## src/rtl/rs_pulse_driver_pkg.sv

```systemverilog
// Shared encodings for the RS latch pulse driver: FSM states, counter width
// and error bit positions.
package rs_drv_pkg;

    localparam int CNT_W = 8;

    typedef logic [1:0] state_t;

    localparam state_t ST_IDLE  = 2'd0;
    localparam state_t ST_PULSE = 2'd1;
    localparam state_t ST_CHECK = 2'd2;
    localparam state_t ST_GAP   = 2'd3;

    localparam int ERR_FB       = 0;
    localparam int ERR_CONFLICT = 1;

    // Latch feedback agrees with the commanded target on both rails.
    function automatic logic fb_ok(input logic q, input logic q_b, input logic tgt);
        return (q == tgt) && (q_b == ~tgt);
    endfunction

endpackage

```

## src/rtl/rs_pulse_driver_if.sv

```systemverilog
// Request/pulse/feedback bundle between control logic, the driver and the latch.
interface rs_pulse_driver_if;
    logic       set_req;
    logic       clr_req;
    logic       err_clr;
    logic       ready;
    logic       s;
    logic       r;
    logic       q_fb;
    logic       q_b_fb;
    logic       state_o;
    logic       done;
    logic [1:0] err;

    modport master (
        output set_req, clr_req, err_clr, q_fb, q_b_fb,
        input  ready, s, r, state_o, done, err
    );

    modport slave (
        input  set_req, clr_req, err_clr, q_fb, q_b_fb,
        output ready, s, r, state_o, done, err
    );
endinterface

```

## src/rtl/rs_pulse_driver_timer.sv

```systemverilog
// 8-bit loadable down-counter; shared by the pulse-width and guard-gap phases.
module rs_drv_timer
    import rs_drv_pkg::*;
(
    input  logic             clk,
    input  logic             rst,
    input  logic             load,
    input  logic [CNT_W-1:0] load_val,
    input  logic             dec,
    output logic [CNT_W-1:0] value,
    output logic             zero
);

    logic [CNT_W-1:0] value_q;
    logic [CNT_W-1:0] value_d;

    always_comb begin
        value_d = value_q;
        if (load) begin
            value_d = load_val;
        end else if (dec && (value_q != '0)) begin
            value_d = value_q - 1'b1;
        end
    end

    always_ff @(posedge clk or posedge rst) begin
        if (rst) begin
            value_q <= '0;
        end else begin
            value_q <= value_d;
        end
    end

    assign value = value_q;
    assign zero  = (value_q == '0);

endmodule

```

## src/rtl/rs_pulse_driver.sv

```systemverilog
// Drives the s/r pulse pair of an RS latch from one-cycle set/clear requests,
// verifies the latch feedback afterwards and enforces a guard gap.
module rs_pulse_driver
    import rs_drv_pkg::*;
#(
    parameter int PULSE_W = 4,
    parameter int GAP     = 2
) (
    input  logic            clk,
    input  logic            rst,
    rs_pulse_driver_if.slave bus
);

    localparam logic [CNT_W-1:0] PW_LOAD  = CNT_W'(PULSE_W - 1);
    localparam logic [CNT_W-1:0] GAP_LOAD = (GAP > 0) ? CNT_W'(GAP - 1) : '0;

    state_t     state_q, state_d;
    logic       target_q, target_d;
    logic       s_q, s_d;
    logic       r_q, r_d;
    logic       done_q, done_d;
    logic       state_o_q, state_o_d;
    logic [1:0] err_q, err_d;
    logic [1:0] err_new;

    logic             tmr_load;
    logic [CNT_W-1:0] tmr_val;
    logic             tmr_dec;
    logic [CNT_W-1:0] tmr_value;
    logic             tmr_zero;

    rs_drv_timer u_timer (
        .clk      (clk),
        .rst      (rst),
        .load     (tmr_load),
        .load_val (tmr_val),
        .dec      (tmr_dec),
        .value    (tmr_value),
        .zero     (tmr_zero)
    );

    always_comb begin
        state_d   = state_q;
        target_d  = target_q;
        state_o_d = state_o_q;
        err_new   = 2'b00;
        tmr_load  = 1'b0;
        tmr_val   = '0;
        tmr_dec   = 1'b0;
        case (state_q)
            ST_IDLE: begin
                if (bus.set_req && bus.clr_req) begin
                    err_new[ERR_CONFLICT] = 1'b1;
                end else if (bus.set_req || bus.clr_req) begin
                    target_d = bus.set_req;
                    tmr_load = 1'b1;
                    tmr_val  = PW_LOAD;
                    state_d  = ST_PULSE;
                end
            end
            ST_PULSE: begin
                if (tmr_zero) state_d = ST_CHECK;
                else          tmr_dec = 1'b1;
            end
            ST_CHECK: begin
                if (!fb_ok(bus.q_fb, bus.q_b_fb, target_q)) err_new[ERR_FB] = 1'b1;
                state_o_d = target_q;
                if (GAP == 0) begin
                    state_d = ST_IDLE;
                end else begin
                    tmr_load = 1'b1;
                    tmr_val  = GAP_LOAD;
                    state_d  = ST_GAP;
                end
            end
            ST_GAP: begin
                if (tmr_zero) state_d = ST_IDLE;
                else          tmr_dec = 1'b1;
            end
            default: state_d = ST_IDLE;
        endcase

        // A newly detected error wins over a clear in the same cycle.
        err_d = (bus.err_clr ? 2'b00 : err_q) | err_new;

        // Outputs are registered from the next state so s and r can never overlap.
        s_d    = (state_d == ST_PULSE) &&  target_d;
        r_d    = (state_d == ST_PULSE) && !target_d;
        done_d = (state_d == ST_CHECK);
    end

    always_ff @(posedge clk or posedge rst) begin
        if (rst) begin
            state_q   <= ST_IDLE;
            target_q  <= 1'b0;
            s_q       <= 1'b0;
            r_q       <= 1'b0;
            done_q    <= 1'b0;
            state_o_q <= 1'b0;
            err_q     <= 2'b00;
        end else begin
            state_q   <= state_d;
            target_q  <= target_d;
            s_q       <= s_d;
            r_q       <= r_d;
            done_q    <= done_d;
            state_o_q <= state_o_d;
            err_q     <= err_d;
        end
    end

    assign bus.ready   = (state_q == ST_IDLE);
    assign bus.s       = s_q;
    assign bus.r       = r_q;
    assign bus.done    = done_q;
    assign bus.state_o = state_o_q;
    assign bus.err     = err_q;

endmodule

```

## src/flat_wrapper.sv

```systemverilog
// flat-port wrapper written by rule: the top's interface ports become plain ports
module rs_pulse_driver_flat import rs_drv_pkg::*;
#(
    parameter int PULSE_W = 4,
    parameter int GAP     = 2
)
  (clk, rst, bus_set_req, bus_clr_req, bus_err_clr, bus_q_fb, bus_q_b_fb, bus_ready, bus_s, bus_r, bus_state_o, bus_done, bus_err);
  rs_pulse_driver_if bus_i ();
  input  logic clk;
  input  logic rst;
  input wire logic [$bits(bus_i.set_req)-1:0] bus_set_req;
  input wire logic [$bits(bus_i.clr_req)-1:0] bus_clr_req;
  input wire logic [$bits(bus_i.err_clr)-1:0] bus_err_clr;
  input wire logic [$bits(bus_i.q_fb)-1:0] bus_q_fb;
  input wire logic [$bits(bus_i.q_b_fb)-1:0] bus_q_b_fb;
  output wire logic [$bits(bus_i.ready)-1:0] bus_ready;
  output wire logic [$bits(bus_i.s)-1:0] bus_s;
  output wire logic [$bits(bus_i.r)-1:0] bus_r;
  output wire logic [$bits(bus_i.state_o)-1:0] bus_state_o;
  output wire logic [$bits(bus_i.done)-1:0] bus_done;
  output wire logic [$bits(bus_i.err)-1:0] bus_err;
  assign bus_i.set_req = bus_set_req;
  assign bus_i.clr_req = bus_clr_req;
  assign bus_i.err_clr = bus_err_clr;
  assign bus_i.q_fb = bus_q_fb;
  assign bus_i.q_b_fb = bus_q_b_fb;
  assign bus_ready = bus_i.ready;
  assign bus_s = bus_i.s;
  assign bus_r = bus_i.r;
  assign bus_state_o = bus_i.state_o;
  assign bus_done = bus_i.done;
  assign bus_err = bus_i.err;
  rs_pulse_driver #(.PULSE_W(PULSE_W), .GAP(GAP)) u_core (.clk(clk), .rst(rst), .bus(bus_i));
endmodule
```

## config.mk

```make
export PLATFORM = sky130hd
export DESIGN_NAME = rs_pulse_driver_flat
export DESIGN_NICKNAME = d
export VERILOG_FILES = /design/src/rtl/rs_pulse_driver_pkg.sv /design/src/rtl/rs_pulse_driver_if.sv /design/src/rtl/rs_pulse_driver_timer.sv /design/src/rtl/rs_pulse_driver.sv /design/src/flat_wrapper.sv
export SDC_FILE = /design/constraint.sdc
export NUM_CORES = 1
export LEC_CHECK = 0
export CAP_MARGIN = 25
export CORE_ASPECT_RATIO = 0.8
export CORE_MARGIN = 4
export CORE_UTILIZATION = 50
export DETAILED_ROUTE_END_ITERATION = 7
export PLACE_DENSITY = 0.74
export SLEW_MARGIN = 20
export SYNTH_ARGS = -nofsm -noshare
export SYNTH_HDL_FRONTEND = slang
export SYNTH_HIERARCHICAL = 1
export SYNTH_SLANG_ARGS = --single-unit
```

## constraint.sdc

```tcl
create_clock -name clk -period 3.3 [get_ports clk]
set_clock_uncertainty 0.1 [all_clocks]
set_input_delay 0.495 -clock clk [delete_from_list [all_inputs] [get_ports clk]]
set_output_delay 0.495 -clock clk [all_outputs]
set_load 0.005 [all_outputs]
```

After elaboration in Yosys (flattened, before gate mapping):

Index checks and enable logic that the tools add are counted.
Widths: inputs -> output; s select.

* register bits after elaboration: 17
* bits of input ports: 7
* output and inout port bits: 7
* word-level logic and storage cells: 53

* multiplexer cells: 23
* equality and inequality tests: 7
* add/sub/neg operators: 1
* reductions and logical operators: 12
* bitwise operators: 2

Operators by type and width (number)
* $mux 8: 3
* $pmux 8 s2: 1
* $mux 2: 6
* $mux 1: 11
* $logic_not 8->1: 1
* $pmux 2 s4: 1
* $reduce_bool 8->1: 1
* $sub 8x1->8 const B: 1
* $eq 2x2->1 const B: 3
* $logic_and 1x1->1: 5
* $eq 2x1->1 const B: 2
* $eq 1x1->1: 2
* $logic_not 2->1: 1
* $or 2x2->2: 1
* $pmux 1 s2: 1
* $reduce_bool 2->1: 1
* $reduce_or 2->1: 1
* $logic_not 1->1: 1
* $logic_or 1x1->1: 1
* $not 1->1: 1

Logic depth before layout (Yosys ltp):

Gate-level depths: netlist of run 1.

* word-level depth: 6
* gate-level depth with buffers: 9
* mapped depth without buffers: 9

Hierarchy:

Netlist of run 1, hierarchy kept.

Modules (own cells, without submodules)
* rs_drv_timer: area each 495.5 um2, instances 1, cells each 53
* rs_pulse_driver: area each 461.7 um2, instances 1, cells each 43

Worst setup path before layout of run 1:

OpenSTA, ideal clock, no wires.

* path kind: reg-to-reg
* start point: register u_core.u_timer.value_q[0], in the netlist u_core/u_timer/value[0]
* end point: register u_core.u_timer.value_q[7], in the netlist u_core/u_timer/value[7]
* clock period less this slack: 2086 ps
* buffers on the path: 0
* setup slack: 1214 ps
* cell stages (with the launch flop): 10
* library setup time: 136 ps
* data arrival time: 1850 ps
* cells stage by stage: dfrtp_1 inv_1 ha_1 or4b_4 nor2_1 nor2b_1 nor3b_1 nand4_1 xor2_1 o21ai_0

* cells in the longest elaborated chain, start to end: 5
* elaborated cells on any way between the ends: 9
* classes of those cells: 1 x add/sub; 4 x mux; 4 x reduce/logical

RTL lines
* start, declared: line rs_pulse_driver_timer.sv:14 `logic [CNT_W-1:0] value_q;`
* start signal, assigned: line rs_pulse_driver_timer.sv:30 `value_q <= value_d;`
* $logic_not 8->1: line rs_pulse_driver_timer.sv:35 `assign zero = (value_q == '0);`
* named net u_core.tmr_zero: line rs_pulse_driver.sv:30 `logic tmr_zero;`
* $mux 1: line rs_pulse_driver.sv:62, rs_pulse_driver.sv:77
* $mux 1
* named net u_core.tmr_dec: line rs_pulse_driver.sv:28 `logic tmr_dec;`
* $logic_and 1x1->1: line rs_pulse_driver_timer.sv:21 `end else if (dec && (value_q != '0)) begin`
* $reduce_bool 2->1 (no line)

The timed path passes the listed nets, and every way through them passes these cells. The select of a mux whose other input is x is not followed.
A chain may end at the register's enable or synchronous reset.

Worst setup path after layout of run 1:

* start point: register u_core.u_timer.value_q[0], in the netlist u_core/u_timer/value[0]
* end point: register u_core.u_timer.value_q[2], in the netlist u_core/u_timer/value[2]

The elaborated chain is that of the path after synthesis.

==> results of run 1 <==
-- per-layer routing --
layer  global-route usage  vias up  routed length (µm)
met2                0.235       16                 786
met4               0.0556        0                  15
met1                0.227      317                 982
li1                     -      374                   -
met5                    0        -                   0
met3               0.0604        2                 105
-- cell usage after synthesis (2+ instances only) --
master / count
sky130_fd_sc_hd__xnor2_1: 3
sky130_fd_sc_hd__mux2_2: 2
sky130_fd_sc_hd__xor2_1: 2
sky130_fd_sc_hd__o31a_1: 2
sky130_fd_sc_hd__nand2_1: 9
sky130_fd_sc_hd__ha_1: 4
sky130_fd_sc_hd__nor2_1: 7
sky130_fd_sc_hd__o21ai_1: 3
sky130_fd_sc_hd__nor3b_1: 2
sky130_fd_sc_hd__nand2b_1: 2
sky130_fd_sc_hd__a21oi_1: 2
sky130_fd_sc_hd__inv_1: 8
sky130_fd_sc_hd__o21ai_0: 4
sky130_fd_sc_hd__nor2b_1: 2
sky130_fd_sc_hd__dfrtp_1: 17
-- final cells by class --
| type | instances | area (µm²) | area share |
|---|---|---|---|
| tap | 22 | 27.5 | 0.0240 |
| clock buffer | 4 | 26.3 | 0.0229 |
| sequential | 17 | 425 | 0.371 |
| inverter | 8 | 30.0 | 0.0262 |
| timing repair buffer | 14 | 138 | 0.120 |
| multi-input combinational | 73 | 500 | 0.436 |
-- sequential cells by signal, summed over array words and instances (netlist names) --
register	count
u_core/u_timer/value	8
u_core/bus.err	2
u_core/state_q	2
u_core/bus.done	1
u_core/bus.r	1
u_core/bus.s	1
u_core/bus.state_o	1
u_core/target_q	1
-- cells by family after synthesis --
kind of cell / after synthesis
AND/OR/NAND/NOR: 36
AO/OA/AOI/OAI: 19
flip-flops: 17
buffers and inverters: 11
XOR/XNOR: 5
adder cells (fa/ha/maj): 4
multiplexers: 3
other: 1
-- power by group through the flow --
stage	clock network [µW]	logic (µW)	registers, µW
6_report	109	336	379
5_1_grt	126	380	390
2_1_floorplan	0	258	347
3_5_place_dp	0	336	382
4_1_cts	114	337	378
3_3_place_gp	0	323	376
-- how the worst max path moves through the flow --
stage,from,to,depth (start not counted)
2_1_floorplan,u_core/u_timer/value[0],u_core/u_timer/value[7],9
3_3_place_gp,bus_set_req,u_core/u_timer/value[3],7
3_5_place_dp,bus_set_req,u_core/u_timer/value[3],7
4_1_cts,u_core/u_timer/value[0],u_core/u_timer/value[2],9
5_1_grt,u_core/u_timer/value[0],u_core/u_timer/value[2],9
6_report,u_core/u_timer/value[0],u_core/u_timer/value[2],9
-- stage by stage --
step	setup WS, ps	hold slack (ps)	utilization
after floorplan	1210	211	-
after global placement	963	390	0.650
after detailed placement	933	398	0.650
after CTS	943	391	0.665
after global routing	776	416	0.665
final	945	379	0.665
==> impl_metrics.sql, run 1 <==
INSERT INTO impl_metrics (metric_group, metric, value, unit) VALUES
('logic_synthesis', 'synth_enable_flop_cells', '0', ''),
('logic_synthesis', 'postSynth.asyncResetShare', '1.00', ''),
('cts', 'number_of_buffers_created_by_cts', '3', ''),
('die', 'die_width', '56.9', 'µm'),
('timing', 'grt_setup_unrepaired', 'no', ''),
('placed_design', 'placed_area', '1120', 'µm²'),
('critical_path', 'timing.rr.start', 'u_core/u_timer/value[0]', ''),
('placed_design', 'hpwlAfterDp', '1470', 'µm'),
('cells_and_area', 'leading_cell_type_in_the_layout_fill_and_taps_excluded', 'sky130_fd_sc_hd__dfrtp_1', ''),
('power_and_ir_drop', 'fin_total_pwr', '825', 'µW'),
('logic_synthesis', 'syn_avg_cell_area', '9.97', 'µm²'),
('cells_and_area', 'most-common-layout-cells', 'sky130_fd_sc_hd__dfrtp_1 (17), sky130_fd_sc_hd__clkdlybuf4s50_1 (13), sky130_fd_sc_hd__nand2_1 (9)', ''),
('critical_path', 'rrSetupSlack', '940', 'ps'),
('grt', 'wire_length_of_the_first_global_routing_pass', '3180', 'µm'),
('hold_path', 'worstHoldPathType', 'input pin to async pin', ''),
('logic_synthesis', 'yosysUniqueCellTypes', '42', ''),
('power_and_ir_drop', 'net_load_switching_power', '315', 'µW'),
('logic_synthesis', 'synth-seq-cells', '17', ''),
('run_status', 'status', 'finished clean', ''),
('timing', 'fin_hold_viols', '0', ''),
('logic_synthesis', 'synth_top_family_by_area', 'simple AND/OR/NAND/NOR gates', ''),
('cts', 'cts_setup_buffers', '0', ''),
('timing', 'final_max_slew_viol_count', '0', ''),
('routing', 'drtIter0Drc', '21', ''),
('cells_and_area', 'post_route_cells_drive_above_1_share', '0.103', ''),
('die', 'floorplan.initialDensity', '0.555', ''),
('critical_path', 'cell_with_the_largest_stage_delay_on_the_worst_path', 'sky130_fd_sc_hd__or4b_4', ''),
('grt', 'grtUsageTotal', '0.162', ''),
('critical_path', 'timing.rr.end', 'u_core/u_timer/value[2]', ''),
('cells_and_area', 'final_design_area_no_fill', '1150', 'µm²'),
('cells_and_area', 'nets', '128', ''),
('grt', 'grt_remaining_overflow', '0', ''),
('die', 'core_area', '1720', 'µm²'),
('timing', 'fin_crit', '2360', 'ps'),
('routing', 'detail_route.wl_per_cell', '13.7', 'µm'),
('cts', 'clock_path_buffers', '2', ''),
('flow_run', 'number_of_maximum_capacitance_constraint_violations', '0', ''),
('routing', 'drc', '0', ''),
('placed_design', 'finalWeightedCongestion', '0.822', ''),
('logic_synthesis', 'post_synth_xor_area_fraction', '0.0458', ''),
('logic_synthesis', 'ys_dominant_reg_cell', 'sky130_fd_sc_hd__dfrtp_1', ''),
('logic_synthesis', 'synth-simple-area-share', '0.231', ''),
('logic_synthesis', 'yosys.area.top_type', 'sky130_fd_sc_hd__dfrtp_1', ''),
('power_and_ir_drop', 'power.static_leakage', '0.000489', 'µW'),
('cts', 'clkTransAtPathRegs', '100', 'ps'),
('cts', 'insertion_delay', '290', 'ps'),
('grt', 'maximum_number_of_pins_on_one_net_before_global_route_repair', '19', ''),
('critical_path', 'setup.worst_path.class', 'register to register', ''),
('critical_path', 'sort_of_element_at_the_start_of_the_critical_path', 'register', ''),
('logic_synthesis', 'yosysSeqAreaShare', '0.444', ''),
('die', 'fp.dieArea', '2680', 'µm²'),
('cells_and_area', 'syn2layout_area_growth', '19.9', '%'),
('cts', 'clkSinkCount', '17', ''),
('critical_path', 'cp.buffers_inverters', '1', ''),
('power_and_ir_drop', 'internal_pwr_total', '509', 'µW'),
('cells_and_area', 'fillers', '151', ''),
('power_and_ir_drop', 'powerDensity', '719', 'nW/µm²'),
('critical_path', 'critPathArrivalTime', '2420', 'ps'),
('die', 'design.portCount', '14', ''),
('power_and_ir_drop', 'peakVddDrop', '0.000511', 'V'),
('die', 'rows', '13', ''),
('routing', 'dr.pass1.iters', '4', ''),
('power_and_ir_drop', 'power.sequential.fraction', '0.460', ''),
('power_and_ir_drop', 'sw_frac_of_total', '0.382', ''),
('critical_path', 'reg2reg_depth', '9', ''),
('logic_synthesis', 'synth.yosys.warnings', '6', ''),
('routing', 'route.vias.total', '709', ''),
('grt', 'grt_pass1_vias', '685', ''),
('cells_and_area', 'antennaDiodeCount', '0', ''),
('logic_synthesis', 'synth-compound-area-share', '0.135', ''),
('critical_path', 'worstPathCellList', 'inv_1 > ha_1 > or4b_4 > nor2_1 > nor2b_1 > nand2_1 > a211oi_1 > a21oi_1 > o21ai_0', '');
(Power assumes the default switching activity.)
==> run 2: changes to the inputs <==
Clock period 3.3 ns to 2.3 ns, I/O delays scaled along.
==> run 2 against run 1 <==
  * Combinational power grew 67%
  * Sequential share of layout area shrank 1.8 points
  * Via count grew 8.6%
  * Core utilization grew 3.5 points
  * Die area is the same
  * Fmax grew 9.4%
  * Largest cell class unchanged
  * Critical path depth grew 1
  * Final area grew 5.2%
  * Count of clock-buffer cells in the layout is the same
  * Setup slack lost 800 ps
  * Non-clock buffer count grew 7
  * Critical endpoint is now u_core/u_timer/value[7]
==> impl_metrics.sql, run 2 (synthesized netlist as in run 1, its figures left out) <==
INSERT INTO impl_metrics (metric_group, metric, value, unit) VALUES
('routing', 'drc', '0', ''),
('routing', 'route.vias.total', '770', ''),
('placed_design', 'finalWeightedCongestion', '0.819', ''),
('cells_and_area', 'syn2layout_area_growth', '26.1', '%'),
('die', 'die_width', '56.9', 'µm'),
('routing', 'drtIter0Drc', '33', ''),
('cts', 'cts_tree', 'built', ''),
('routing', 'post_detailed_route_via_to_cell_ratio', '5.31', ''),
('placed_design', 'hpwlAfterDp', '1500', 'µm'),
('power_and_ir_drop', 'powerDensity', '1050', 'nW/µm²'),
('cells_and_area', 'most-common-layout-cells', 'sky130_fd_sc_hd__dfrtp_1 (17), sky130_fd_sc_hd__clkdlybuf4s50_1 (13), sky130_fd_sc_hd__nand2_1 (9)', ''),
('cts', 'clkSinkCount', '17', ''),
('cts', 'clock_path_buffers', '2', ''),
('cells_and_area', 'nets', '135', ''),
('critical_path', 'timing.critical_path.to_type', 'register', ''),
('cells_and_area', 'seqCellArea', '425', 'µm²'),
('routing', 'dr.pass1.iters', '4', ''),
('die', 'fp.dieArea', '2680', 'µm²'),
('grt', 'grt_pass1_vias', '762', ''),
('cts', 'number_of_buffers_created_by_cts', '3', ''),
('die', 'design.portCount', '14', ''),
('critical_path', 'sort_of_element_at_the_start_of_the_critical_path', 'register', ''),
('power_and_ir_drop', 'power.static_leakage', '0.000524', 'µW'),
('grt', 'grt_antenna_before_repair', '0', ''),
('timing', 'number_of_setup_violations_in_the_final_report', '0', ''),
('cells_and_area', 'post_route_cells_drive_above_1_share', '0.163', ''),
('critical_path', 'critPathTopFamily', 'simple AND/OR/NAND/NOR gates', ''),
('critical_path', 'cp.buffers_inverters', '2', ''),
('run_status', 'status', 'finished clean', ''),
('cts', 'clkTransAtPathRegs', '100', 'ps'),
('critical_path', 'critical_path_peak_fanout', '3', ''),
('timing', 'worst_slack', '146', 'ps'),
('die', 'rows', '13', ''),
('die', 'floorplan.initialDensity', '0.555', ''),
('hold_path', 'worstHoldPathType', 'input pin to async pin', ''),
('timing', 'min_period_over_period', '0.936', ''),
('critical_path', 'critPathArrivalTime', '2230', 'ps'),
('flow_run', 'number_of_maximum_capacitance_constraint_violations', '0', ''),
('placed_design', 'buffer_ports.inserted', '13', ''),
('die', 'core_area', '1720', 'µm²'),
('timing', 'timing.fmax', '0.464', 'GHz'),
('grt', 'wire_length_of_the_first_global_routing_pass', '3420', 'µm'),
('die', 'floorplan.die.height', '47.1', 'µm'),
('cells_and_area', 'fillers', '140', ''),
('grt', 'grt_remaining_overflow', '0', ''),
('timing', 'fin_crit', '2150', 'ps'),
('routing', 'ant_nets', '0', ''),
('power_and_ir_drop', 'peakVddDrop', '0.000698', 'V'),
('cts', 'clock_tree.root_cell', 'sky130_fd_sc_hd__clkbuf_4', ''),
('cells_and_area', 'multi_input_comb_area', '508', 'µm²'),
('routing', 'detail_route.wl_per_cell', '13.7', 'µm'),
('critical_path', 'cell_with_the_largest_stage_delay_on_the_worst_path', 'sky130_fd_sc_hd__or4b_4', ''),
('routing', 'drt-total-wl', '1990', 'µm'),
('timing', 'final_max_slew_viol_count', '0', ''),
('grt', 'grtUsageTotal', '0.171', ''),
('critical_path', 'setup.worst_path.class', 'register to register', ''),
('placed_design', 'place_ws', '149', 'ps'),
('critical_path', 'worstPathCellList', 'inv_1 > ha_1 > or4b_4 > nor2_4 > nor2b_1 > nor3b_1 > buf_4 > nand4_1 > xor2_1 > o21ai_0', ''),
('grt', 'maximum_number_of_pins_on_one_net_before_global_route_repair', '16', ''),
('timing', 'fin_hold_viols', '0', ''),
('critical_path', 'timing.critical_path.slowest_cell_delay', '490', 'ps'),
('cells_and_area', 'largest_reg_flops', '8', ''),
('cells_and_area', 'leading_cell_type_in_the_layout_fill_and_taps_excluded', 'sky130_fd_sc_hd__dfrtp_1', ''),
('cts', 'insertion_delay', '290', 'ps'),
('cts', 'cts-htree-levels', '1', ''),
('cells_and_area', 'antennaDiodeCount', '0', ''),
('critical_path', 'critPathRequiredTime', '2380', 'ps'),
('cells_and_area', 'utilization', '0.700', '');
## run 2: changes by cell type in the layout (fill, tap and decap cells not counted)
cell,previous run,this run
sky130_fd_sc_hd__nor2_1,7,6
sky130_fd_sc_hd__buf_4,1,8
sky130_fd_sc_hd__o21ai_1,3,4
sky130_fd_sc_hd__nor2_4,0,1
sky130_fd_sc_hd__o21ai_0,4,3
## run 2: final timing paths
kind	startpoint	endpoint	slack [ps]	depth (start not counted)
max	u_core/u_timer/value[1]	u_core/u_timer/value[7]	150	10
min	rst	u_core/u_timer/value[5]	220	2
max reg2reg	u_core/u_timer/value[1]	u_core/u_timer/value[7]	150	10
min reg2reg	u_core/bus.err[0]	u_core/bus.err[0]	430	2
max in group asynchronous	rst	u_core/state_q[1]	1610	2
min in group clk	u_core/bus.err[0]	u_core/bus.err[0]	430	2
## run 2: timing repair
item / in CTS / in global routing
hold buffers: 0 / 0
gates resized for setup: 0 / 3
setup endpoints to repair: 0 / 3
setup buffers: 0 / 2
## run 2: worst register-to-register path, stage by stage, from the launching register on
cell	delay, ps
sky130_fd_sc_hd__dfrtp_1	390
sky130_fd_sc_hd__inv_1	100
sky130_fd_sc_hd__ha_1	170
sky130_fd_sc_hd__or4b_4	490
sky130_fd_sc_hd__nor2_4	120
sky130_fd_sc_hd__nor2b_1	80
sky130_fd_sc_hd__nor3b_1	150
sky130_fd_sc_hd__buf_4	130
sky130_fd_sc_hd__nand4_1	100
sky130_fd_sc_hd__xor2_1	140
sky130_fd_sc_hd__o21ai_0	80
## run 2: metrics by stage
stage	instances	power [µW]	instance area (µm²)	hold slack (ps)	setup TNS (ps)
CTS	143	1230	1180	233	0
finish	145	1260	1210	220	0
global route	145	1360	1210	259	-15.2
global placement	139	1030	1160	391	0
detailed placement	139	1060	1160	408	0
floorplan	101	868	976	60.7	0
## run 2: cell type report
class,count,share of cell area
inverter,8,0.0249
clock buffer,4,0.0218
sequential,17,0.352
tap,22,0.0228
timing repair buffer,21,0.158
multi-input combinational,73,0.421
## run 2: routing by layer
layer,part of all wire,routed length (µm),global-route usage
met5,0,0,0
met4,0.0060,12,0.0417
met1,0.50,1000,0.226
met3,0.051,101,0.0577
met2,0.44,870,0.278
## run 2: report_power, final
part           internal [µW]  leakage [µW]  switching (µW)
registers                415      0.000210             126
clock network           67.5     0.0000150            93.0
logic                    305      0.000300             256
total                    787      0.000524             475
